<file path="config.mk">
export PLATFORM = sky130hd
export DESIGN_NAME = spi_seq_ctrl
export DESIGN_NICKNAME = d
export VERILOG_FILES = /design/src/rtl/spi_seq_ctrl.sv
export SDC_FILE = /design/constraint.sdc
export NUM_CORES = 1
export LEC_CHECK = 0
export ABC_AREA = 1
export BUFFER_PORTS_ARGS = -buffer_cell sky130_fd_sc_hd__buf_2
export CORE_ASPECT_RATIO = 0.6
export CORE_MARGIN = 2
export CORE_UTILIZATION = 45
export DETAILED_ROUTE_END_ITERATION = 10
export PLACE_DENSITY_LB_ADDON = 0.2
export SETUP_SLACK_MARGIN = 0.5
export SLEW_MARGIN = 20
export SYNTH_ARGS = -nofsm -noshare
export SYNTH_HDL_FRONTEND = slang
export SYNTH_SLANG_ARGS = --single-unit
</file>
<file path="constraint.sdc">
create_clock -name clk -period 2.3 [get_ports clk]
set_input_delay 0.345 -clock clk [delete_from_list [all_inputs] [get_ports clk]]
set_output_delay 0.345 -clock clk [all_outputs]
set_load 0.02 [all_outputs]
</file>
<file path="src/rtl/spi_seq_ctrl.sv">
// -----------------------------------------------------------------------------
// spi_seq_ctrl
//
// Sequences NUM_STEPS SPI transfers through an external SPI master. For each
// step the current index addresses an external table that supplies the
// transfer width and command. Those values are captured when the transfer is
// launched, so they stay stable for the SPI master until the next launch.
// After reset the block waits PWRUP_CYCLES before it permits any transfer.
// Between transfers it inserts GAP_CYCLES idle cycles. Each transfer is
// guarded by a TIMEOUT_CYCLES watchdog.
//
// Ports
//   clk         system clock, rising edge
//   rst         synchronous active-high reset
//   trig        one-cycle request to run a sequence
//   abort       level; stops the sequence at the next safe point
//   spi_done    one-cycle end-of-transfer pulse from the SPI master
//   step_width  table width for the current index
//   step_cmd    table command for the current index
//   spi_start   one-cycle transfer launch pulse
//   spi_cmd     registered command for the current transfer
//   spi_width   registered width for the current transfer
//   index       current step number (table address)
//   busy        sequence in progress
//   seq_done    sticky: all steps completed
//   err_timeout sticky: a transfer exceeded the watchdog limit
// -----------------------------------------------------------------------------
module spi_seq_ctrl #(
  parameter int NUM_STEPS      = 8,
  parameter int PWRUP_CYCLES   = 5000,
  parameter int GAP_CYCLES     = 4,
  parameter int TIMEOUT_CYCLES = 100000
) (
  input  logic       clk,
  input  logic       rst,
  input  logic       trig,
  input  logic       abort,
  input  logic       spi_done,
  input  logic [7:0] step_width,
  input  logic [1:0] step_cmd,
  output logic       spi_start,
  output logic [1:0] spi_cmd,
  output logic [7:0] spi_width,
  output logic [7:0] index,
  output logic       busy,
  output logic       seq_done,
  output logic       err_timeout
);

  typedef enum logic [2:0] {
    ST_PWRUP,
    ST_IDLE,
    ST_ISSUE,
    ST_WAIT,
    ST_GAP,
    ST_DONE,
    ST_ERR
  } state_t;

  localparam logic [31:0] PWRUP_LAST   = 32'(PWRUP_CYCLES - 1);
  localparam logic [31:0] TIMEOUT_LAST = 32'(TIMEOUT_CYCLES - 1);
  localparam logic [31:0] GAP_LAST     = (GAP_CYCLES > 0) ? 32'(GAP_CYCLES - 1) : 32'd0;
  localparam logic [7:0]  LAST_IDX     = 8'(NUM_STEPS - 1);

  state_t      state_q, state_d;
  logic [31:0] cnt_q, cnt_d;          // shared by power-up, watchdog and gap timing
  logic        trig_lat_q, trig_lat_d;
  logic [7:0]  index_q, index_d;
  logic [1:0]  cmd_q, cmd_d;
  logic [7:0]  width_q, width_d;
  logic        start_q, start_d;
  logic        busy_q, busy_d;
  logic        seq_done_q, seq_done_d;
  logic        err_q, err_d;
  logic        accept;

  // A pending or fresh request is accepted only if abort is low (abort wins).
  assign accept = (trig | trig_lat_q) & ~abort;

  always_comb begin
    state_d    = state_q;
    cnt_d      = cnt_q;
    trig_lat_d = trig_lat_q;
    index_d    = index_q;
    cmd_d      = cmd_q;
    width_d    = width_q;
    start_d    = 1'b0;
    busy_d     = busy_q;
    seq_done_d = seq_done_q;
    err_d      = err_q;

    case (state_q)
      ST_PWRUP: begin
        // A request during power-up is remembered. If one is pending when
        // power-up ends, it is taken straight away, so the first launch
        // follows the end of power-up without an extra idle cycle.
        trig_lat_d = trig_lat_q | trig;
        cnt_d      = cnt_q + 32'd1;
        if (cnt_q == PWRUP_LAST) begin
          cnt_d = 32'd0;
          if (accept) begin
            state_d    = ST_ISSUE;
            index_d    = 8'd0;
            busy_d     = 1'b1;
            seq_done_d = 1'b0;
            err_d      = 1'b0;
            trig_lat_d = 1'b0;
          end else begin
            state_d = ST_IDLE;
          end
        end
      end

      ST_IDLE, ST_DONE, ST_ERR: begin
        if (accept) begin
          state_d    = ST_ISSUE;
          index_d    = 8'd0;
          busy_d     = 1'b1;
          seq_done_d = 1'b0;
          err_d      = 1'b0;
          trig_lat_d = 1'b0;
        end
      end

      ST_ISSUE: begin
        // The table is sampled here, while index is stable. The launch pulse
        // and the captured width/cmd appear together in the next cycle, which
        // is also the first cycle of the watchdog window.
        if (abort) begin
          state_d = ST_IDLE;
          busy_d  = 1'b0;
        end else begin
          cmd_d   = step_cmd;
          width_d = step_width;
          start_d = 1'b1;
          cnt_d   = 32'd0;
          state_d = ST_WAIT;
        end
      end

      ST_WAIT: begin
        cnt_d = cnt_q + 32'd1;
        if (spi_done) begin
          // spi_done wins over a coincident timeout
          cnt_d = 32'd0;
          if (abort) begin
            state_d = ST_IDLE;
            busy_d  = 1'b0;
          end else if (index_q == LAST_IDX) begin
            state_d    = ST_DONE;
            busy_d     = 1'b0;
            seq_done_d = 1'b1;
          end else begin
            index_d = index_q + 8'd1;
            state_d = (GAP_CYCLES == 0) ? ST_ISSUE : ST_GAP;
          end
        end else if (cnt_q == TIMEOUT_LAST) begin
          cnt_d  = 32'd0;
          busy_d = 1'b0;
          // An abort that was already waiting for this transfer ends quietly
          // in IDLE, without raising the error.
          if (abort) begin
            state_d = ST_IDLE;
          end else begin
            state_d = ST_ERR;
            err_d   = 1'b1;
          end
        end
      end

      ST_GAP: begin
        if (abort) begin
          state_d = ST_IDLE;
          busy_d  = 1'b0;
        end else if (cnt_q == GAP_LAST) begin
          cnt_d   = 32'd0;
          state_d = ST_ISSUE;
        end else begin
          cnt_d = cnt_q + 32'd1;
        end
      end

      default: state_d = ST_PWRUP;
    endcase
  end

  always_ff @(posedge clk) begin
    if (rst) begin
      state_q    <= ST_PWRUP;
      cnt_q      <= 32'd0;
      trig_lat_q <= 1'b0;
      index_q    <= 8'd0;
      cmd_q      <= 2'd0;
      width_q    <= 8'd8;
      start_q    <= 1'b0;
      busy_q     <= 1'b0;
      seq_done_q <= 1'b0;
      err_q      <= 1'b0;
    end else begin
      state_q    <= state_d;
      cnt_q      <= cnt_d;
      trig_lat_q <= trig_lat_d;
      index_q    <= index_d;
      cmd_q      <= cmd_d;
      width_q    <= width_d;
      start_q    <= start_d;
      busy_q     <= busy_d;
      seq_done_q <= seq_done_d;
      err_q      <= err_d;
    end
  end

  assign spi_start   = start_q;
  assign spi_cmd     = cmd_q;
  assign spi_width   = width_q;
  assign index       = index_q;
  assign busy        = busy_q;
  assign seq_done    = seq_done_q;
  assign err_timeout = err_q;

endmodule

</file>
# --- After elaboration in Yosys (flattened, before gate mapping) ---
# Cells that the tools add are included.
word_totals:
  mem_bits_ro: 0
  register_bits: 58
  out_inout_bits: 22
  n_memories: 0
  input_bits: 15
  elab_cells: 106
  ram_bits: 0
  latchBits: 0
classes:
  add_sub_neg: 2
  multipliers: 0
  magnitude_cmp: 0
  n_reduce_logical: 16
  shift: 0
  bitwise_logic: 4
  eq_ne: 24
  n_mux: 50
  div_mod_pow: 0
op_table:
  columns: ["op", "n"]
  rows:
  - ["$mux 32", 6]
  - ["$pmux 32 s4", 1]
  - ["$mux 8", 5]
  - ["$add 32x1->32 const B", 1]
  - ["$eq 32x13->1 const B", 1]
  - ["$eq 32x17->1 const B", 1]
  - ["$eq 32x2->1 const B", 1]
  - ["$mux 3", 8]
  - ["$pmux 8 s3", 1]
  - ["$mux 1", 22]
  - ["$ne 2x2->1 const B", 10]
  - ["$reduce_and 5->1", 4]
  - ["$pmux 3 s5", 1]
  - ["$eq 3x3->1 const B", 3]
  - ["$add 8x1->8 const B", 1]
  - ["$eq 8x3->1 const B", 1]
  - ["$reduce_bool 4->1", 2]
  - ["$eq 3x2->1 const B", 2]
  - ["$ne 3x3->1 const B", 2]
  - ["$pmux 1 s3", 2]
  - ["$mux 2", 2]
  - ["$ne 4x4->1 const B", 1]
  - ["$pmux 1 s4", 1]
  - ["$reduce_and 2->1", 2]
  - ["other kinds (13)", 15]

# --- Logic depth before layout (Yosys ltp) ---
depth:
  depth_word: 5
  depth_mapped: 13
  depth_no_buf: 12

# --- Worst setup path before layout ---
# Ideal clock, no wire load.
synth_timing:
  path_kind: "reg-to-reg"
  start: "reg cnt_q[0]"
  end: "reg cnt_q[9]"
  path_stages_with_launch: 12
  required_time_ns: 2.182
  period_less_slack_ns: 1.707
  arrival_ns: 1.589
  setup_time_ns: 0.118
  setup_slack_ns: 0.593
  n_path_buf: 1
  path_cell_list: "dfxtp_1 ha_1 nand2_1 nor2_2 nand2_1 nor2_1 nand2_1 nand2_2 nand2_4 a21oi_4 buf_6 nor2_1"
synth_via:
  elab_chain_len: 4
synth_rtl:
  columns: ["item", "line_no", "text"]
  rows:
  - ["start, declared", "66", "logic [31:0] cnt_q, cnt_d;"]
  - ["start signal, assigned", "201", "cnt_q <= cnt_d;"]
  - ["$add 32x1->32 (tied with other cells)", "98, 142, 179", null]
  - ["$mux 32, on equally long branches", "175, 157", null]
  - ["$mux 32, on equally long branches", "172, 143", null]
  - ["$pmux 32 s4 *", "92", "case (state_q)"]
# Mark *: on every way between the ends. The rest lies on a longest branch, timed or not. The select of a mux whose other input is x is not followed.
# A chain may end at the register's enable or synchronous reset.

# --- Worst setup path in the final report ---
layout_timing:
  start: "reg cnt_q[0]"
  end: "reg cnt_q[19]"
# Same word-level chain as after synthesis.

==> results.md <==
* Status: finished, final reports clean
* Post-DP HPWL at 8040 um
* Synth Area in Compound Gates at 0.0903
* Final period util at 0.782
* Setup Skew at 0.00645 ns
* Final setup violation count at 0
* EDFF count, synth at 0
* DR DRC count at 0
* Syn Area/Cell at around 5.9 sq um
* Required @ worst endpoint at 2.50 ns
* Hold WC Path Type: input pin to register
* Total Wirelength at 11800 um
* Die W at 123 um
* Post-Synth Simple-Gate Area at 0.484
* HP Start: step_width[3]
* Core area at around 8000 sq um
* Adder-cell area share of the yosys netlist at 0.00659
* CTS tree: done
* Die area at 9220 sq um
* Leakage power at between 0.0015 and 0.002 uW
* CTS max path bufs at 2
* Fmax achieved at 556 MHz
* RSZ-0062 raised after global routing: true
* R2R depth at 11
* Total GRT Usage at 0.258
* Drt wl/cell at between 10 and 15 um
* Crit path time final at 1.80 ns
* Largest family of logic cells by synthesized area: simple AND/OR/NAND/NOR gates
* Synth Net Count at 661
* Setup_tns at 0 ns
* Critical path capture point type: register
* Max-cap violation count at 0
* CP Class: register to register
* Post-Synth XOR/XNOR Area at 0.0161
* Largest area contributor in the netlist: dfxtp_1
* WHS Path Cells at 3
* Post-synth top flop: dfxtp_1
* Worst-path fanout max at 15
* Layout cells sized above 1 at 0.222
* Post-synthesis sequential area ratio at 0.306
* Antenna-violating nets left at 0
* Worst slew margin at 0.606
* Slew of the pin with the lowest slew margin at 0.585 ns
* Number of synthesis warnings at 0
* Async SR Flop Fraction at 0
* Area Growth Syn to Fin at 24.3%
* Crit path DAT at 2.00 ns
* Unique cell type count in the Yosys netlist at 37
* Final net count at 710
* PnR Total Power at 2310 uW
* Initial antenna violation count at 0
* N_diodes at 0
* Chip height at 75.2 um
* Synth Instances at 644
* PortBufs at 36
* DR vias at 4399
* Synth Register Bits at 58
* Overflow after GRT at 0
* Maximum vdd drop at between 0.4 and 0.5 mV
* Number of top-level pins at 37
* GPL Wtd Cong at 0.996
* Final Max Tran Viols at 0
* Sinks on the clock net at 58
* Clock-pin slew on the worst setup and hold paths at roughly 0.050 ns
* Synth top area cells: dfxtp_1 (31%), nand2_1 (18%), nor2_1 (15%)
* R2r setup slk at 0.50 ns
* PwrDens at 490 nW/um^2
* Largest net degree at the start of global routing at 29
* Share of the synthesized area in the top cell type at 0.306
* Rows at 25
* Netlist Area Pre-Place at 3800 sq um
* First-pass GRT wire length at 18000 um
* Hold EP: spi_width[3]
* Reg2reg end: cnt_q[19]
* Vias per cell at 5.46
* TritonRoute pass-1 iters at 6
* Worst Setup Start Kind: register
* Mux contribution to synthesized area at 0
* Clk_lat worst skew at approximately 0.33 ns
* Initial DRC count at 531
* Root Buffer: clkbuf_16
* Vias in the first global route at 3570
* Final hold viol count at 0
* H-tree depth at 3
* Cts bufs inserted at 9
* Initial Util at 0.473
* Worst reg2reg path startpoint: cnt_q[0]
-- layout make-up --
class | instances | area (sq um)
Clock buffer | 13 | 250
Clock inverter | 3 | 15.0
Fill cell | 787 | 3320
Inverter | 66 | 251
Multi-Input combinational cell | 501 | 2450
Sequential cell | 58 | 1200
Tap cell | 108 | 135
Timing Repair Buffer | 57 | 414
-- cells in the final DEF (no fill, tap or decap), types with 2 or more instances in the layout --
cell type / n
nand2_1: 165
nor2_1: 124
inv_1: 61
nand3_1: 59
buf_2: 36
a21oi_1: 32
dfxtp_1: 32
o21ai_0: 23
dfxtp_2: 23
nand4_1: 20
nor2_2: 16
nand2_2: 15
buf_4: 13
nor2_4: 10
clkbuf_16: 9
xor2_1: 6
nand3b_1: 3
nor3_1: 3
inv_2: 3
nand2_4: 3
nor3_2: 3
clkbuf_1: 3
clkinv_2: 3
dfxtp_4: 3
buf_12: 3
buf_6: 3
o31ai_1: 2
nand3_2: 2
-- metal layers --
metal  up-vias  routed length [um]  global-route usage  share of wire
met5         -                   0                   0              0
met3        42                1450              0.0848           0.12
met4         0                 308              0.0868          0.026
li1       2148                   -                   -              -
met2       253                4500               0.325           0.38
met1      1956                5590               0.396           0.47
-- registers in the layout (all words and copies together), names as in the netlist, 2 cells and up --
name       flops
index          8
spi_cmd        2
spi_width      8
state_q        3
cnt_q         32
-- worst max-delay path by stage --
stage | startpoint | endpoint | cells after the start
floorplan | cnt_q[0] | cnt_q[9] | 11
global placement | cnt_q[1] | cnt_q[11] | 11
detailed placement | cnt_q[1] | state_q[1] | 12
CTS | state_q[2] | busy | 9
global route | cnt_q[1] | cnt_q[20] | 11
finish | cnt_q[0] | cnt_q[19] | 11
-- per-stage QoR --
stage,cell area (sq um),hold WS (ns),setup WS (ns),util,std cells
6_report,4720,0.231,0.501,0.587,806
5_1_grt,4720,0.269,0.423,0.587,806
4_1_cts,4470,0.219,0.502,0.556,798
3_5_place_dp,4050,0.452,0.273,0.504,775
3_3_place_gp,4050,0.448,0.376,0.504,775
2_1_floorplan,3800,0.454,0.593,-,644
-- critical path, cell delays in order, from the launching register on --
cell and delay, ns:
dfxtp_4 0.37, ha_4 0.16, nand2_2 0.10, nor2_1 0.11, nand2_1 0.10, nor2_4 0.15, nand3_2 0.15, nand2_2 0.12
clkinvlp_4 0.10, buf_12 0.15, nand3_1 0.10, a21oi_1 0.07
-- cells in the mapped netlist, types with 2 or more instances --
cell type / n
clkbuf_1: 7
nor2_1: 147
nor2_2: 3
nand2_2: 4
buf_2: 3
nand3_1: 60
nor3_1: 5
dfxtp_1: 58
o31ai_1: 2
nand4_1: 20
xor2_1: 6
nand3b_1: 3
nand2_1: 178
buf_6: 5
o21ai_0: 23
ha_1: 2
a21oi_1: 32
buf_4: 3
inv_1: 64
nand2_4: 2
-- logic make-up (layout without fill, tap and decap cells) --
| logic type | count (synthesis) | after routing |
|---|---|---|
| xor gates and xnor gates | 7 | 7 |
| buffers and inverters | 85 | 139 |
| and+or+nand+nor | 429 | 429 |
| adders and majority gates | 2 | 2 |
| AOI/OAI and AO/OA | 63 | 63 |
| DFF | 58 | 58 |
-- power by group --
part	switching, uW	leakage [uW]	internal [uW]
clock network	454	0.000133	752
logic	53.2	0.00135	34.8
registers	8.95	0.000482	1010
total	516	0.00197	1800
-- timing repair --
item                       in CTS  in global routing
setup endpoints to repair      46                 56
hold buffers                    0                  0
buffers inserted                6                  8
pin swaps                       5                 14
gates cloned                    1                  0
gates resized for setup        21                 72
(Power assumes the default switching activity.)
